## config.mk

```make
export PLATFORM = sky130hd
export DESIGN_NAME = i2s_frame_buf
export DESIGN_NICKNAME = d
export VERILOG_FILES = /design/src/rtl/i2s_frame_buf.sv
export SDC_FILE = /design/constraint.sdc
export NUM_CORES = 1
export LEC_CHECK = 0
export CAP_MARGIN = 20
export CORE_MARGIN = 1
export CORE_UTILIZATION = 46
export DETAILED_ROUTE_END_ITERATION = 8
export DONT_BUFFER_PORTS = 1
export GPL_TIMING_DRIVEN = 0
export HOLD_SLACK_MARGIN = 0.12
export SYNTH_ARGS = -nofsm -noshare
export SYNTH_HDL_FRONTEND = slang
export SYNTH_SLANG_ARGS = --single-unit
```

## constraint.sdc

```tcl
create_clock -name sck -period 3.6 [get_ports sck]
set_clock_uncertainty 0.15 [all_clocks]
set_input_delay 0.72 -clock sck [delete_from_list [all_inputs] [get_ports sck]]
set_output_delay 0.72 -clock sck [all_outputs]
set_load 0.02 [all_outputs]
```

## src/rtl/i2s_frame_buf.sv

```systemverilog
// i2s_frame_buf
//   Turns per-channel I2S sample words into complete NUM_CH-channel frames,
//   applies a per-frame mode (pass / reverse / mute) when the frame commits,
//   and queues the frames in a DEPTH-frame FIFO that is read with valid/ready.
//   Everything runs on the posedge of the serial clock.
//
// Ports
//   sck        clock (posedge)
//   rst_n      asynchronous active-low reset
//   data       incoming sample word
//   in_vld     data is valid this cycle
//   in_ch      channel index of data (0 = first/left)
//   mode       00 pass, 01 reverse channel order, 10 mute, 11 pass
//   out_frame  head frame, channel k at [k*DATA_WIDTH +: DATA_WIDTH]
//   out_vld    head frame is valid
//   out_rdy    consumer accepts the head frame
//   level      number of frames stored (0..DEPTH)
//   overflow   sticky: a complete frame was dropped because the FIFO was full
//   clr_ovf    clears overflow (a simultaneous set wins)
//   frame_err  one-cycle pulse after a channel-sequence error
module i2s_frame_buf #(
  parameter int DATA_WIDTH = 16,
  parameter int NUM_CH     = 2,
  parameter int DEPTH      = 4,
  parameter int CH_W       = $clog2(NUM_CH),
  parameter int LVL_W      = $clog2(DEPTH) + 1
) (
  input  logic                         sck,
  input  logic                         rst_n,
  input  logic [DATA_WIDTH-1:0]        data,
  input  logic                         in_vld,
  input  logic [CH_W-1:0]              in_ch,
  input  logic [1:0]                   mode,
  output logic [NUM_CH*DATA_WIDTH-1:0] out_frame,
  output logic                         out_vld,
  input  logic                         out_rdy,
  output logic [LVL_W-1:0]             level,
  output logic                         overflow,
  input  logic                         clr_ovf,
  output logic                         frame_err
);

  localparam int FW    = NUM_CH * DATA_WIDTH;
  localparam int PTR_W = $clog2(DEPTH);
  localparam logic [CH_W-1:0]  LAST_CH  = CH_W'(NUM_CH - 1);
  localparam logic [LVL_W-1:0] FULL_LVL = LVL_W'(DEPTH);

  typedef enum logic {S_IDLE, S_COLLECT} asm_state_t;
  typedef enum logic [1:0] {M_PASS = 2'b00, M_REV = 2'b01, M_MUTE = 2'b10, M_PASS2 = 2'b11} mode_t;

  typedef logic [NUM_CH-1:0][DATA_WIDTH-1:0] frame_t;

  // Assembly state
  asm_state_t      state;
  logic [CH_W-1:0] expected_ch;
  frame_t          slots;

  // FIFO state
  logic [FW-1:0]    mem [DEPTH];
  logic [PTR_W-1:0] wr_ptr, rd_ptr;

  // Combinational decode
  logic             word_ok, commit, pop, push, ovf_set, head_from_push;
  frame_t           raw_frame, xf_frame;
  logic [PTR_W-1:0] rd_ptr_next;
  logic [LVL_W-1:0] lvl_next;
  logic [FW-1:0]    head_next;

  // In IDLE only a channel-0 word is in sequence; otherwise it must match the
  // expected channel. Out-of-range indices can never match.
  always_comb begin
    // NOTE: every signal written here gets a default first so no path leaves
    // it unassigned, which would otherwise infer a latch.
    word_ok = 1'b0;
    if (in_vld) begin
      if (state == S_IDLE) word_ok = (in_ch == '0);
      else                 word_ok = (in_ch == expected_ch);
    end
    commit = word_ok && (in_ch == LAST_CH);
  end

  // The last word goes straight into the committed frame; mode is looked at
  // only here, so mid-frame mode changes have no effect.
  always_comb begin
    raw_frame            = slots;
    raw_frame[NUM_CH-1]  = data;
    xf_frame             = raw_frame;
    case (mode_t'(mode))
      M_REV: begin
        for (int k = 0; k < NUM_CH; k++) xf_frame[k] = raw_frame[NUM_CH-1-k];
      end
      M_MUTE:  xf_frame = '0;
      default: xf_frame = raw_frame;
    endcase
  end

  // A full FIFO still accepts a push when the head is popped in the same cycle.
  always_comb begin
    pop     = out_vld && out_rdy;
    push    = commit && ((level != FULL_LVL) || pop);
    ovf_set = commit && !push;

    lvl_next = level;
    case ({push, pop})
      2'b10:   lvl_next = level + LVL_W'(1);
      2'b01:   lvl_next = level - LVL_W'(1);
      default: lvl_next = level;
    endcase

    rd_ptr_next = pop ? rd_ptr + PTR_W'(1) : rd_ptr;

    // When the FIFO is (or becomes) empty apart from the new frame, the head
    // register must be fed from the push data, since the memory write lands
    // on the same edge.
    head_from_push = push && (pop ? (level == LVL_W'(1)) : (level == '0));
    head_next      = head_from_push ? FW'(xf_frame) : mem[rd_ptr_next];
  end

  // Frame assembly
  always_ff @(posedge sck or negedge rst_n) begin
    // NOTE: sequential state always uses non-blocking assignments so every
    // register samples the pre-edge values of the others.
    if (!rst_n) begin
      state       <= S_IDLE;
      expected_ch <= '0;
      slots       <= '0;
    end else if (word_ok) begin
      if (commit) begin
        state       <= S_IDLE;
        expected_ch <= '0;
      end else begin
        slots[in_ch] <= data;
        expected_ch  <= expected_ch + CH_W'(1);
        state        <= S_COLLECT;
      end
    end else if (in_vld) begin
      // Sequence error: the partial frame is abandoned. A channel-0 word
      // restarts a frame; anything else is dropped.
      if (in_ch == '0) begin
        slots[0]    <= data;
        expected_ch <= CH_W'(1);
        state       <= S_COLLECT;
      end else begin
        expected_ch <= '0;
        state       <= S_IDLE;
      end
    end
  end

  // FIFO storage
  // NOTE: the frame memory is deliberately not reset; it is only read at
  // addresses that have been written since reset, and a reset-free array
  // maps onto plain RAM.
  always_ff @(posedge sck) begin
    if (push) mem[wr_ptr] <= FW'(xf_frame);
  end

  // FIFO control, registered head and status flags
  always_ff @(posedge sck or negedge rst_n) begin
    if (!rst_n) begin
      wr_ptr    <= '0;
      rd_ptr    <= '0;
      level     <= '0;
      out_vld   <= 1'b0;
      out_frame <= '0;
      overflow  <= 1'b0;
      frame_err <= 1'b0;
    end else begin
      if (push) wr_ptr <= wr_ptr + PTR_W'(1);
      rd_ptr  <= rd_ptr_next;
      level   <= lvl_next;
      out_vld <= (lvl_next != '0);
      // Head only changes when something is there to show; while stalled
      // rd_ptr_next == rd_ptr and the same stored frame is reloaded.
      if (lvl_next != '0) out_frame <= head_next;
      if (ovf_set)      overflow <= 1'b1;
      else if (clr_ovf) overflow <= 1'b0;
      frame_err <= in_vld && !word_ok;
    end
  end

endmodule
```

After elaboration in Yosys (flattened, before gate mapping):

Memories as Yosys holds them, arrays and structs flattened.
Cells that the tools add are included.

* logic and storage cells: 70
* output and inout bits: 38
* register bits: 76
* memories: 1
* input port bits: 24
* memory bits (writable): 128

* equal/unequal tests: 9
* bitwise gates (word level): 2
* multiplexer cells: 24
* reductions and logical operators: 16
* $add $sub $neg: 5
* magnitude comparators: 2

Memory list
* mem: depth 4, bits a word 32, rd ports 1, clocked after Yosys merged registers in 0, wr ports 1, RTL line 59 `logic [FW-1:0] mem [DEPTH];`

Operator list (count)
* $mux 16: 5
* $pmux 32 s2: 1
* $bwmux 32: 1
* $mux 32: 1
* $demux 16 s1: 1
* $mux 1: 13
* $logic_and 1x1->1: 7
* $pmux 3 s2: 1
* $add 2x1->2 const B: 2
* $eq 2x1->1 const B: 2
* $eq 2x2->1 const B: 2
* $reduce_bool 2->1: 2
* $add 3x1->3 const B: 1
* $eq 3x1->1 const B: 1
* $logic_not 3->1: 1
* $ne 3x3->1 const B: 1
* $reduce_and 3->1: 1
* $reduce_bool 3->1: 1
* $sub 3x1->3 const B: 1
* $logic_not 1->1: 2
* $lt 1x2->1 const B: 1
* $mux 2: 1
* $ne 2x1->1 const B: 1
* $ne 2x2->1 const B: 1
* other kinds (6): 7

Logic depth before layout (Yosys ltp):

Gate-level depths: netlist of run 1.

* depth in word-level cells: 8
* gate-level depth with buffers: 11
* depth with buffers taken out: 9

Least setup slack after synthesis of run 1:

Ideal clock, no wire load.

* path type: input-to-reg
* from: input out_rdy
* to: register out_frame[0]
* buffers on the path: 2
* stages on the path: 10
* setup slack: 0.604 ns
* data arrival time: 2.708 ns
* data required time: 3.312 ns
* library setup time: 0.138 ns
* path through: and2_1 > buf_2 > inv_2 > a31oi_2 > inv_1 > ha_1 > nand4b_2 > clkbuf_1 > a2111oi_0 > a31oi_1

* longest elaborated chain between the ends: 6
* elaborated cells on any way between the ends: 12
* those cells by class: 2 x eq/ne; 4 x mux; 5 x reduce/logical; 1 x memory

RTL lines
* start, declared: RTL line 36 `input logic out_rdy,`
* $logic_and 1x1->1 (*): RTL line 99 `pop = out_vld && out_rdy;`
* $logic_or 1x1->1 (*): RTL line 100 `push = commit && ((level != FULL_LVL) || pop);`
* $logic_and 1x1->1 (*): RTL line 100
* named net push: RTL line 63 `logic word_ok, commit, pop, push, ovf_set, head_from_push;`
* $eq 2x1->1 / $eq 2x2->1 (equally long branches): RTL line 104 `case ({push, pop})`
* $pmux 3 s2: RTL line 104
* $reduce_bool 3->1: RTL line 175 `if (lvl_next != '0) out_frame <= head_next;`
* end signal, assigned: RTL line 175
* end, declared: RTL line 34 `output logic [NUM_CH*DATA_WIDTH-1:0] out_frame,`

The timed path passes the listed nets; every way through them passes the cells marked *.
A chain may end at the register's enable or synchronous reset.

Worst setup path after layout of run 1:

* from: register expected_ch
* to: register out_frame[29]

* longest elaborated chain between the ends: 8
* elaborated cells on any way between the ends: 11
* those cells by class: 3 x eq/ne; 4 x mux; 4 x reduce/logical

RTL lines
* start, declared: RTL line 55 `logic [CH_W-1:0] expected_ch;`
* start signal, assigned: RTL line 133 `expected_ch <= expected_ch + CH_W'(1);`
* $eq 1x1->1 (*): RTL line 77 `else word_ok = (in_ch == expected_ch);`
* $mux 1 (*): RTL line 76 `if (state == S_IDLE) word_ok = (in_ch == '0);`
* $mux 1 (*): RTL line 75 `if (in_vld) begin`
* $logic_and 1x1->1 (*): RTL line 79 `commit = word_ok && (in_ch == LAST_CH);`
* $logic_and 1x1->1 (*): RTL line 100
* named net push: RTL line 63
* $eq 2x1->1 / $eq 2x2->1 (equally long branches): RTL line 104
* $pmux 3 s2: RTL line 104
* $reduce_bool 3->1: RTL line 175

Marked as above.

==> results of run 1 <==
==> what timing repair did <==
item / 4_1_cts / 5_1_grt
setup endpoints to repair: 29 / 29
hold buffers: 2 / 0
resized for setup: 3 / 12
setup buffers: 0 / 0
hold endpoints to repair: 60 / 0
==> final cells by class <==
class,count,share of cell area
plain buffers,86,0.0385
clock buffers,18,0.0403
clock inverters,14,0.0163
inverters,42,0.0148
multi-input cells,460,0.348
flip-flops and latches,188,0.502
well taps,270,0.0317
repair buffers,5,0.00916
==> critical path, delay by kind of cell, from the launching register on <==
kind	cells	cell delay [ps]
AO/OA/AOI/OAI	5	1410
buffers and inverters	2	560
AND/OR/NAND/NOR	1	500
flip-flops	1	400
adder cells (fa/ha/maj)	1	390
==> worst paths after layout <==
check                            start            end  slack, ps  depth (start not counted)
max in group asynchronous        rst_n  raw_frame[11]       2320                          2
max reg2reg                expected_ch  out_frame[29]         90                          9
min                            clr_ovf       overflow        240                          1
max                        expected_ch  out_frame[29]         90                          9
min in group asynchronous        rst_n  out_frame[18]        700                          2
min reg2reg                      state          state        400                          1
==> registers in the layout, summed over array words and instances, names as in the netlist <==
signal       cells
expected_ch      1
frame_err        1
level            3
mem            128
out_frame       32
out_vld          1
overflow         1
raw_frame       16
rd_ptr           2
state            1
wr_ptr           2
==> placed cells by master, fill, tap and decap left out, types with 3 or more instances in the layout <==
cell and n:
mux2i_1 32, a211o_1 3, and4bb_2 6, nand2_1 42, a22o_1 29, a211oi_1 61
inv_8 4, and4b_1 30, buf_4 4, a31oi_1 31, nor4bb_1 24, inv_1 40
ha_1 11, mux2_2 17, a2111oi_1 8, a221oi_1 30, edfxtp_1 128, o211ai_1 31
buf_2 27, o21ai_0 36, clkinv_4 3, buf_6 5, clkbuf_16 17, a2111oi_0 24
dfrtp_1 60, and2_2 4, clkbuf_1 50, buf_12 3, inv_6 4, nand2b_1 4
==> layer usage <==
layer / vias to the layer above / global-route usage
met1: 3620 / 0.363
met4: 0 / 0.118
li1: 3177 / -
met5: - / 0
met3: 70 / 0.0622
met2: 407 / 0.422
==> power by group through the flow <==
stage,clock network [mW],registers [mW],logic (mW)
4_1_cts,1.96,3.08,2.66
3_5_place_dp,0,3.12,2.63
5_1_grt,2.04,3.11,2.96
2_1_floorplan,0,3.05,1.86
6_report,1.94,3.08,2.74
3_3_place_gp,0,3.11,2.56
==> cell families (layout without fill, tap and decap cells) <==
kind of cell    Yosys count  count (layout)  share of synthesized area
xor+xnor                  2               2                    0.00183
compound gates          275             275                      0.217
mux                      49              49                     0.0535
fa+ha+maj                11              11                     0.0144
simple gates            123             123                     0.0952
buf+inv                 128             165                     0.0592
flops                   188             188                      0.559
==> metrics by stage <==
step / hold slack [ps] / cells
6_report: 239 / 1083
5_1_grt: 240 / 1083
2_1_floorplan: 274 / 776
3_5_place_dp: 278 / 1049
4_1_cts: 226 / 1083
3_3_place_gp: 277 / 1046
==> reports/metrics.yaml, run 1 <==
ioPinCount: 62
maxUsedRoutingLayer: "met4"
synth_area_per_cell_um2: 12.3
status: "completed"
setup_tns_ps: 0
root_buffer: "clkbuf_16"
synth_area_leader_cell: "edfxtp_1"
worst_pin_slew_ps: 1040
drtIter0Drc: 827
fin_nets: 835
syn2layout_area_growth_pct: 11.3
clkTransAtPathRegs_ps: 70
netlist_area_mm2: 0.00957
synth_cells: 776
ys_seq_elements: 188
antenna_found_initial: 0
setup_slack_ps: 85.4
grt_pass1_wl_um: 43500
min_path_type: "input pin to register"
max_stage_delay_ps: 500
rsz0062_at_grt: "false"
grt_use_total: 0.271
dr.pass1.iters: 6
wl_met3_um: 2540
fmax_mhz: 285
regArea_mm2: 0.00535
cp_max_fo: 10
wl_per_cell_um: 26.3
core_mm2: 0.0203
place_area_mm2: 0.00997
cts-htree-levels: 4
multi_input_area_mm2: 0.00370
async_reset_ff_frac: 0.319
required_ps: 3800
critPathLaunchType: "register"
hold_viol: 0
yosys_warnings: 0
worst_skew_pair.late_latency_ps: 440
p_sw_mw: 3.08
yosys-top-cells-area: "edfxtp_1 40%, dfrtp_1 16%, a211oi_1 4.8%, mux2i_1 3.3%, and4b_1 3.1%"
ir_drop_uv: 474
crit_type: "register to register"
seq_power_share: 0.397
slew_headroom: 0.300
power.leakage_nw: 3.70
grt_overflow: 0
combinationalPowerShare: 0.353
period_share: 0.976
min_period_ps: 3510
cp_cell_sequence: "nand4_1 -> a31oi_4 -> inv_1 -> ha_1 -> o21bai_1 -> o21ai_2 -> clkbuf_1 -> a2111oi_0 -> a31oi_1"
crit_path_top_delay_cell: "nand4_1"
drt-met1-wl_um: 11900
cts_made_buffers: 17
powerDensity_mw_per_mm2: 729
fillers: 1784
cts_tree: "done"
totalWireLength_um: 28500
die-area_mm2: 0.0214
cts_sinks: 188
synth_edf_count: 128
maxSlewViolCount: 0
ys_types: 52
met2_length_um: 13200
drtAntennaViolNets: 0
post-synth-top-count-cell: "edfxtp_1"
clk_path_buf_depth: 2
drv_cap: 0
intPower_mw: 4.68
finish.utilization: 0.525
num_vias: 7274
drive_above_1_share: 0.134
drc: 0
io_buffer_count: 0
grt_pass1_vias: 7378
grt_max_degree: 61
synth_flop_cell: "edfxtp_1"
syn_nets: 811
rows: 52
power_mw: 7.76
dieWidth_um: 146
cp-end-kind: "register"
die_y_um: 146
clkPwrFrac: 0.250
setup-violations-final: 0
synth_common_cells: "128 x edfxtp_1, 61 x a211oi_1, 60 x dfrtp_1"
n_antenna_cell: 0
synth_top_area_frac: 0.402
start_util: 0.471
stdcell_area_mm2: 0.0107
yosysSeqAreaShare: 0.559
pre_cts_ws_ps: -398
dp_hpwl_um: 19300
arrival_ps: 3720
switching_share: 0.397
viasPerCell: 6.72
place.gp.congestion: 0.870
(Power assumes the default switching activity.)
==> inputs of run 2 (changes only) <==
--- a/config.mk
+++ b/config.mk
@@ -6,7 +6,7 @@
 export NUM_CORES = 1
 export LEC_CHECK = 0
 export CAP_MARGIN = 20
-export CORE_MARGIN = 1
+export CORE_MARGIN = 1.5
 export CORE_UTILIZATION = 46
 export DETAILED_ROUTE_END_ITERATION = 8
 export DONT_BUFFER_PORTS = 1
==> run 2 against run 1 <==
Register-to-register slack improved by 110 ps. Maximum frequency up 3.2%. Routed wire length grew 2.3%. Sequential share of layout area is 0.10 points higher. Die area is 1.4% higher. Total power shrank 0.44%. Global-route usage grew 0.083 points. Combinational power about the same. Largest cell class unchanged. Non-clock buffer count did not move. First-iteration DRC count is 7.4% lower.
==> reports/metrics.yaml, run 2 (same netlist as run 1, synthesis figures left out) <==
min_path_type: "input pin to register"
postCtsSetupBuffers: 0  # unchanged
die_y_um: 147  # +0.68%
status: "completed"
slew_headroom: 0.289  # -0.0119
ioPinCount: 62  # unchanged
fin_nets: 835  # unchanged
ir_drop_uv: 420  # -11%
worst_pin_slew_ps: 1060  # +17.6 ps
rsz0062_at_grt: "false"
drtAntennaViolNets: 0  # unchanged
stdcell_area_mm2: 0.0106  # -0.20%
totalWireLength_um: 29100  # +2.3%
critPathLaunch: "out_vld"
mostFrequentLayoutCells: "128 x edfxtp_1, 61 x a211oi_1, 60 x dfrtp_1"
core_mm2: 0.0203  # unchanged
grt_use_total: 0.272  # +0.000828
maxUsedRoutingLayer: "met4"
num_vias: 7287  # +0.18%
dieWidth_um: 147  # +0.68%
rows: 52  # unchanged
drc: 0  # unchanged
required_ps: 3810  # about the same
wl_per_cell_um: 26.9  # +2.4%
place.gp.congestion: 0.855  # -1.7%
fin_cells: 1082  # -0.092%
min_period_ps: 3410  # -109 ps
io_buffer_count: 0  # unchanged
drt-met1-wl_um: 12300  # +3.6%
intPower_mw: 4.67  # -0.35%
crit_type: "register to register"
powerDensity_mw_per_mm2: 727  # -0.24%
grt_pass1_wl_um: 44200  # +1.4%
largest_register_ffs: 128  # unchanged
cp-end-kind: "register"
clkTransAtPathRegs_ps: 70  # about the same
root_buffer: "clkbuf_16"
dr.pass1.iters: 9  # +3
power.leakage_nw: 3.68  # -0.53%
dp_hpwl_um: 19300  # -0.12%
grt_pass1_vias: 7410  # +0.43%
power_mw: 7.73  # -0.44%
place_area_mm2: 0.00997  # unchanged
critPathLaunchType: "register"
reg2reg_to: "out_frame[25]"
n_antenna_cell: 0  # unchanged
drv_cap: 0  # unchanged
fmax_mhz: 294  # +3.2%
dpl.cell_count: 1049  # unchanged
period_share: 0.946  # -0.0302
grt_overflow: 0  # unchanged
largest-register: "mem"
hold_viol: 0  # unchanged
cts-htree-levels: 4  # unchanged
crit_path_end: "out_frame[25]"
clk_path_buf_depth: 2  # unchanged
cp_max_fo: 10  # unchanged
cts_sinks: 188  # unchanged
setup-violations-final: 0  # unchanged
wl_met3_um: 2470  # -2.5%
layout_commonest_cell: "edfxtp_1"
syn2layout_area_growth_pct: 11.1
r2r_slack_ps: 190  # +110 ps
cts_made_buffers: 17  # unchanged
clkPwrFrac: 0.244  # -0.006
crit-reg2reg-launch: "out_vld"
arrival_ps: 3610  # -110 ps
switching_share: 0.396  # -0.000501
grt_max_degree: 61  # unchanged
antenna_found_initial: 0  # unchanged
r2r_cells: 11  # +2
cts_tree: "done"
drive_above_1_share: 0.132  # -0.00230
met2_length_um: 13400  # +1.5%
setup_tns_ps: 0  # unchanged
seq_power_share: 0.398  # about the same
viasPerCell: 6.73  # +0.27%
worst_skew_pair.late_latency_ps: 440  # about the same
die-area_mm2: 0.0217  # +1.4%
maxSlewViolCount: 0  # unchanged
finish.utilization: 0.524  # -0.00105
combinationalPowerShare: 0.358  # +0.005
start_util: 0.471  # unchanged
p_sw_mw: 3.06  # -0.56%
drtIter0Drc: 766  # -7.4%
-- run 2: worst max-delay path, cell delays in order (launching register included) --
cell       delay [ps]
dfrtp_1           490
and2_1            160
buf_2             200
inv_2             140
a31oi_4           330
inv_1              80
ha_1              400
o21bai_1          220
o21ai_4           310
clkbuf_1          490
a2111oi_0         150
a31oi_1           190
-- run 2: timing repair --
action | 4_1_cts | 5_1_grt
endpoints found under the hold margin | 60 | 0
resized for setup | 5 | 7
endpoints found under the setup margin | 30 | 29
hold buffers | 2 | 0
-- run 2: final cells by class --
| type | instances | area (um^2) |
|---|---|---|
| plain buffers | 86 | 409 |
| clock inverters | 13 | 140 |
| multi-input cells | 460 | 3710 |
| well taps | 270 | 338 |
| repair buffers | 5 | 97.6 |
| inverters | 42 | 158 |
| flip-flops and latches | 188 | 5350 |
| fillers | 1757 | 9670 |
| clock buffers | 18 | 439 |
-- run 2: how the worst min path moves through the flow --
stage / from / to / slack (ps) / cells past startpoint
finish: clr_ovf / overflow / 230 / 1
global route: clr_ovf / overflow / 240 / 1
CTS: clr_ovf / overflow / 220 / 1
detailed placement: rst_n / wr_ptr[1] / 280 / 0
global placement: rst_n / level[2] / 280 / 0
floorplan: rst_n / expected_ch / 270 / 0
-- run 2: through the flow --
stage	setup WS, ps	hold slack (ps)
after floorplan	604	274
after detailed placement	-473	278
after global routing	39.4	240
final	194	232
after global placement	-341	277
after CTS	27.7	224
-- run 2: power groups by stage --
stage	sequential, mW	clock, mW	combinational, mW
final	3.08	1.89	2.76
after global routing	3.11	1.99	2.96
after CTS	3.08	1.90	2.70
after detailed placement	3.12	0	2.66
after global placement	3.11	0	2.57
after floorplan	3.05	0	1.86
-- run 2: routing by layer --
metal,vias up,global-route usage
li1,3174,-
met1,3696,0.371
met2,353,0.416
met3,64,0.0581
met4,0,0.127
met5,-,0
==> inputs of run 3 (changes only) <==
--- a/config.mk
+++ b/config.mk
@@ -10,7 +10,6 @@
 export CORE_UTILIZATION = 46
 export DETAILED_ROUTE_END_ITERATION = 8
 export DONT_BUFFER_PORTS = 1
-export GPL_TIMING_DRIVEN = 0
 export HOLD_SLACK_MARGIN = 0.12
 export SYNTH_ARGS = -nofsm -noshare
 export SYNTH_HDL_FRONTEND = slang
==> run 3 against run 2 <==
Non-clock buffer count decreased by 59. Final area is 2.7% lower. Global-route usage down 2.6 points. First-iteration DRC count shrank 22%. Highest routed layer unchanged.
==> reports/metrics.yaml, run 3 (same netlist as run 1, synthesis figures left out) <==
drtIter0Drc: 600  # -22%
drv_cap: 0  # unchanged
cts_sinks: 188  # unchanged
dieWidth_um: 147  # unchanged
grt_pass1_vias: 6840  # -7.7%
die_y_um: 147  # unchanged
arrival_ps: 3220  # -390 ps
grt_use_total: 0.245  # -0.0263
maxSlewViolCount: 0  # unchanged
hold_viol: 0  # unchanged
cp_top_family: "compound AO/OA/AOI/OAI gates"
holdPathStages: 1  # unchanged
cp_cell_sequence: "inv_1 -> ha_1 -> a31oi_2 -> inv_1 -> ha_1 -> nand4b_2 -> buf_4 -> a211o_1 -> buf_4 -> a31o_1"
regArea_mm2: 0.00535  # +0.12%
fillers: 1750  # -0.40%
rsz0062_at_grt: "false"
min_path_type: "input pin to register"
combinationalPowerShare: 0.318  # -0.040
powerDensity_mw_per_mm2: 711  # -2.3%
cp_num_cells: 10  # -1
dr.pass1.iters: 5  # -4
worst_skew_pair.late_latency_ps: 440  # about the same
setup_slack_ps: 558  # +364 ps
wl_per_cell_um: 25.4  # -5.4%
start_util: 0.471  # unchanged
postCtsSetupBuffers: 0  # unchanged
layout_commonest_cell: "edfxtp_1"
setup_tns_ps: 0  # unchanged
place.gp.congestion: 0.782  # -8.6%
crit_type: "register to register"
ioPinCount: 62  # unchanged
slew_headroom: 0.255  # -0.0338
rows: 52  # unchanged
power.leakage_nw: 3.56  # -3.2%
cp-end-kind: "register"
critPathLaunchType: "register"
dp_hpwl_um: 15600  # -19%
die-area_mm2: 0.0217  # unchanged
n_antenna_cell: 0  # unchanged
min_period_ps: 3040  # -364 ps
hold_ws_ps: 238  # +6.22 ps
totalWireLength_um: 26100  # -11%
largest_register_ffs: 128  # unchanged
largest-register: "mem"
power_mw: 7.35  # -4.9%
cts_tree: "done"
switching_share: 0.389  # -0.00705
drc: 0  # unchanged
crit_path_top_delay_cell: "dfrtp_1"
setup-violations-final: 0  # unchanged
mostFrequentLayoutCells: "128 x edfxtp_1, 61 x a211oi_1, 57 x dfrtp_1"
viasPerCell: 6.74  # about the same
ir_drop_uv: 387  # -8.0%
pre_cts_ws_ps: 402  # +875 ps
status: "completed"
p_sw_mw: 2.86  # -6.6%
drive_above_1_share: 0.130  # -0.00180
cp_max_fo: 34  # +24
num_vias: 6902  # -5.3%
fmax_mhz: 329  # +12%
fin_nets: 776  # -7.1%
grt_max_degree: 102  # +67%
core_mm2: 0.0203  # unchanged
intPower_mw: 4.49  # -3.8%
multi_input_area_mm2: 0.00368  # -0.64%
cts-htree-levels: 4  # unchanged
path_buf_inv: 4  # unchanged
drtAntennaViolNets: 0  # unchanged
cts_made_buffers: 17  # unchanged
io_buffer_count: 0  # unchanged
grt_pass1_wl_um: 40300  # -8.8%
clkPwrFrac: 0.240  # -0.004
required_ps: 3780  # -30 ps
clkTransAtPathRegs_ps: 70  # about the same
r2r_cells: 10  # -1
syn2layout_area_growth_pct: 8.16
period_share: 0.845  # -0.101
antenna_found_initial: 0  # unchanged
max_stage_delay_ps: 530  # +40 ps
clk_path_buf_depth: 2  # unchanged
worst_pin_slew_ps: 1120  # +59.3 ps
seq_power_share: 0.441  # +0.043
grt_overflow: 0  # unchanged
root_buffer: "clkbuf_16"
==> run 3: changes by cell type in the layout (fill, tap and decap cells not counted), sizes merged <==
cell,previous run,this run
bufinv,2,0
clkinv,6,7
clkbuf,67,20
buf,41,31
clkinvlp,3,2
inv,44,45
==> run 3: layer usage <==
layer | track usage | up-vias | wire (um)
li1 | - | 3064 | -
met1 | 0.320 | 3558 | 11000
met2 | 0.394 | 232 | 12600
met3 | 0.0637 | 48 | 1980
met4 | 0.0925 | 0 | 505
met5 | 0 | - | 0
==> run 3: path summary, 6_finish.rpt <==
path	to	slack, ps	startpoint
worst min register to register	raw_frame[12]	390	raw_frame[12]
worst min-delay path	overflow	240	clr_ovf
min in group asynchronous	out_frame[14]	690	rst_n
max in group asynchronous	raw_frame[0]	2310	rst_n
worst max-delay path	out_frame[30]	560	level[1]
worst max register to register	out_frame[30]	560	level[1]
==> run 3: metrics by stage <==
stage                     cell area [um^2]  std cells  utilization
after floorplan                       9570        776            -
after global placement                9770        990        0.481
after detailed placement              9770        990        0.481
after CTS                            10300       1024        0.510
after global routing                 10300       1024        0.510
final                                10300       1024        0.510
==> run 3: final cells by class <==
class                      count  share of cell area
inverter                      42              0.0152
multi-input combinational    460               0.356
timing repair buffer          32              0.0266
clock buffer                  20              0.0442
sequential                   188               0.517
tap                          270              0.0326
clock inverter                12             0.00846
==> run 3: timing repair <==
item / CTS / global route
setup endpoints to repair: 0 / 0
gates resized for setup: 0 / 0
hold buffers: 2 / 0
endpoints found under the hold margin: 60 / 0
==> run 3: power by group through the flow <==
stage | Combinational [mW] | Clock (mW) | Sequential [mW]
2_1_floorplan | 1.86 | 0 | 3.05
3_3_place_gp | 2.22 | 0 | 3.28
3_5_place_dp | 2.31 | 0 | 3.30
4_1_cts | 2.33 | 1.80 | 3.25
5_1_grt | 2.55 | 1.88 | 3.28
6_report | 2.34 | 1.77 | 3.25
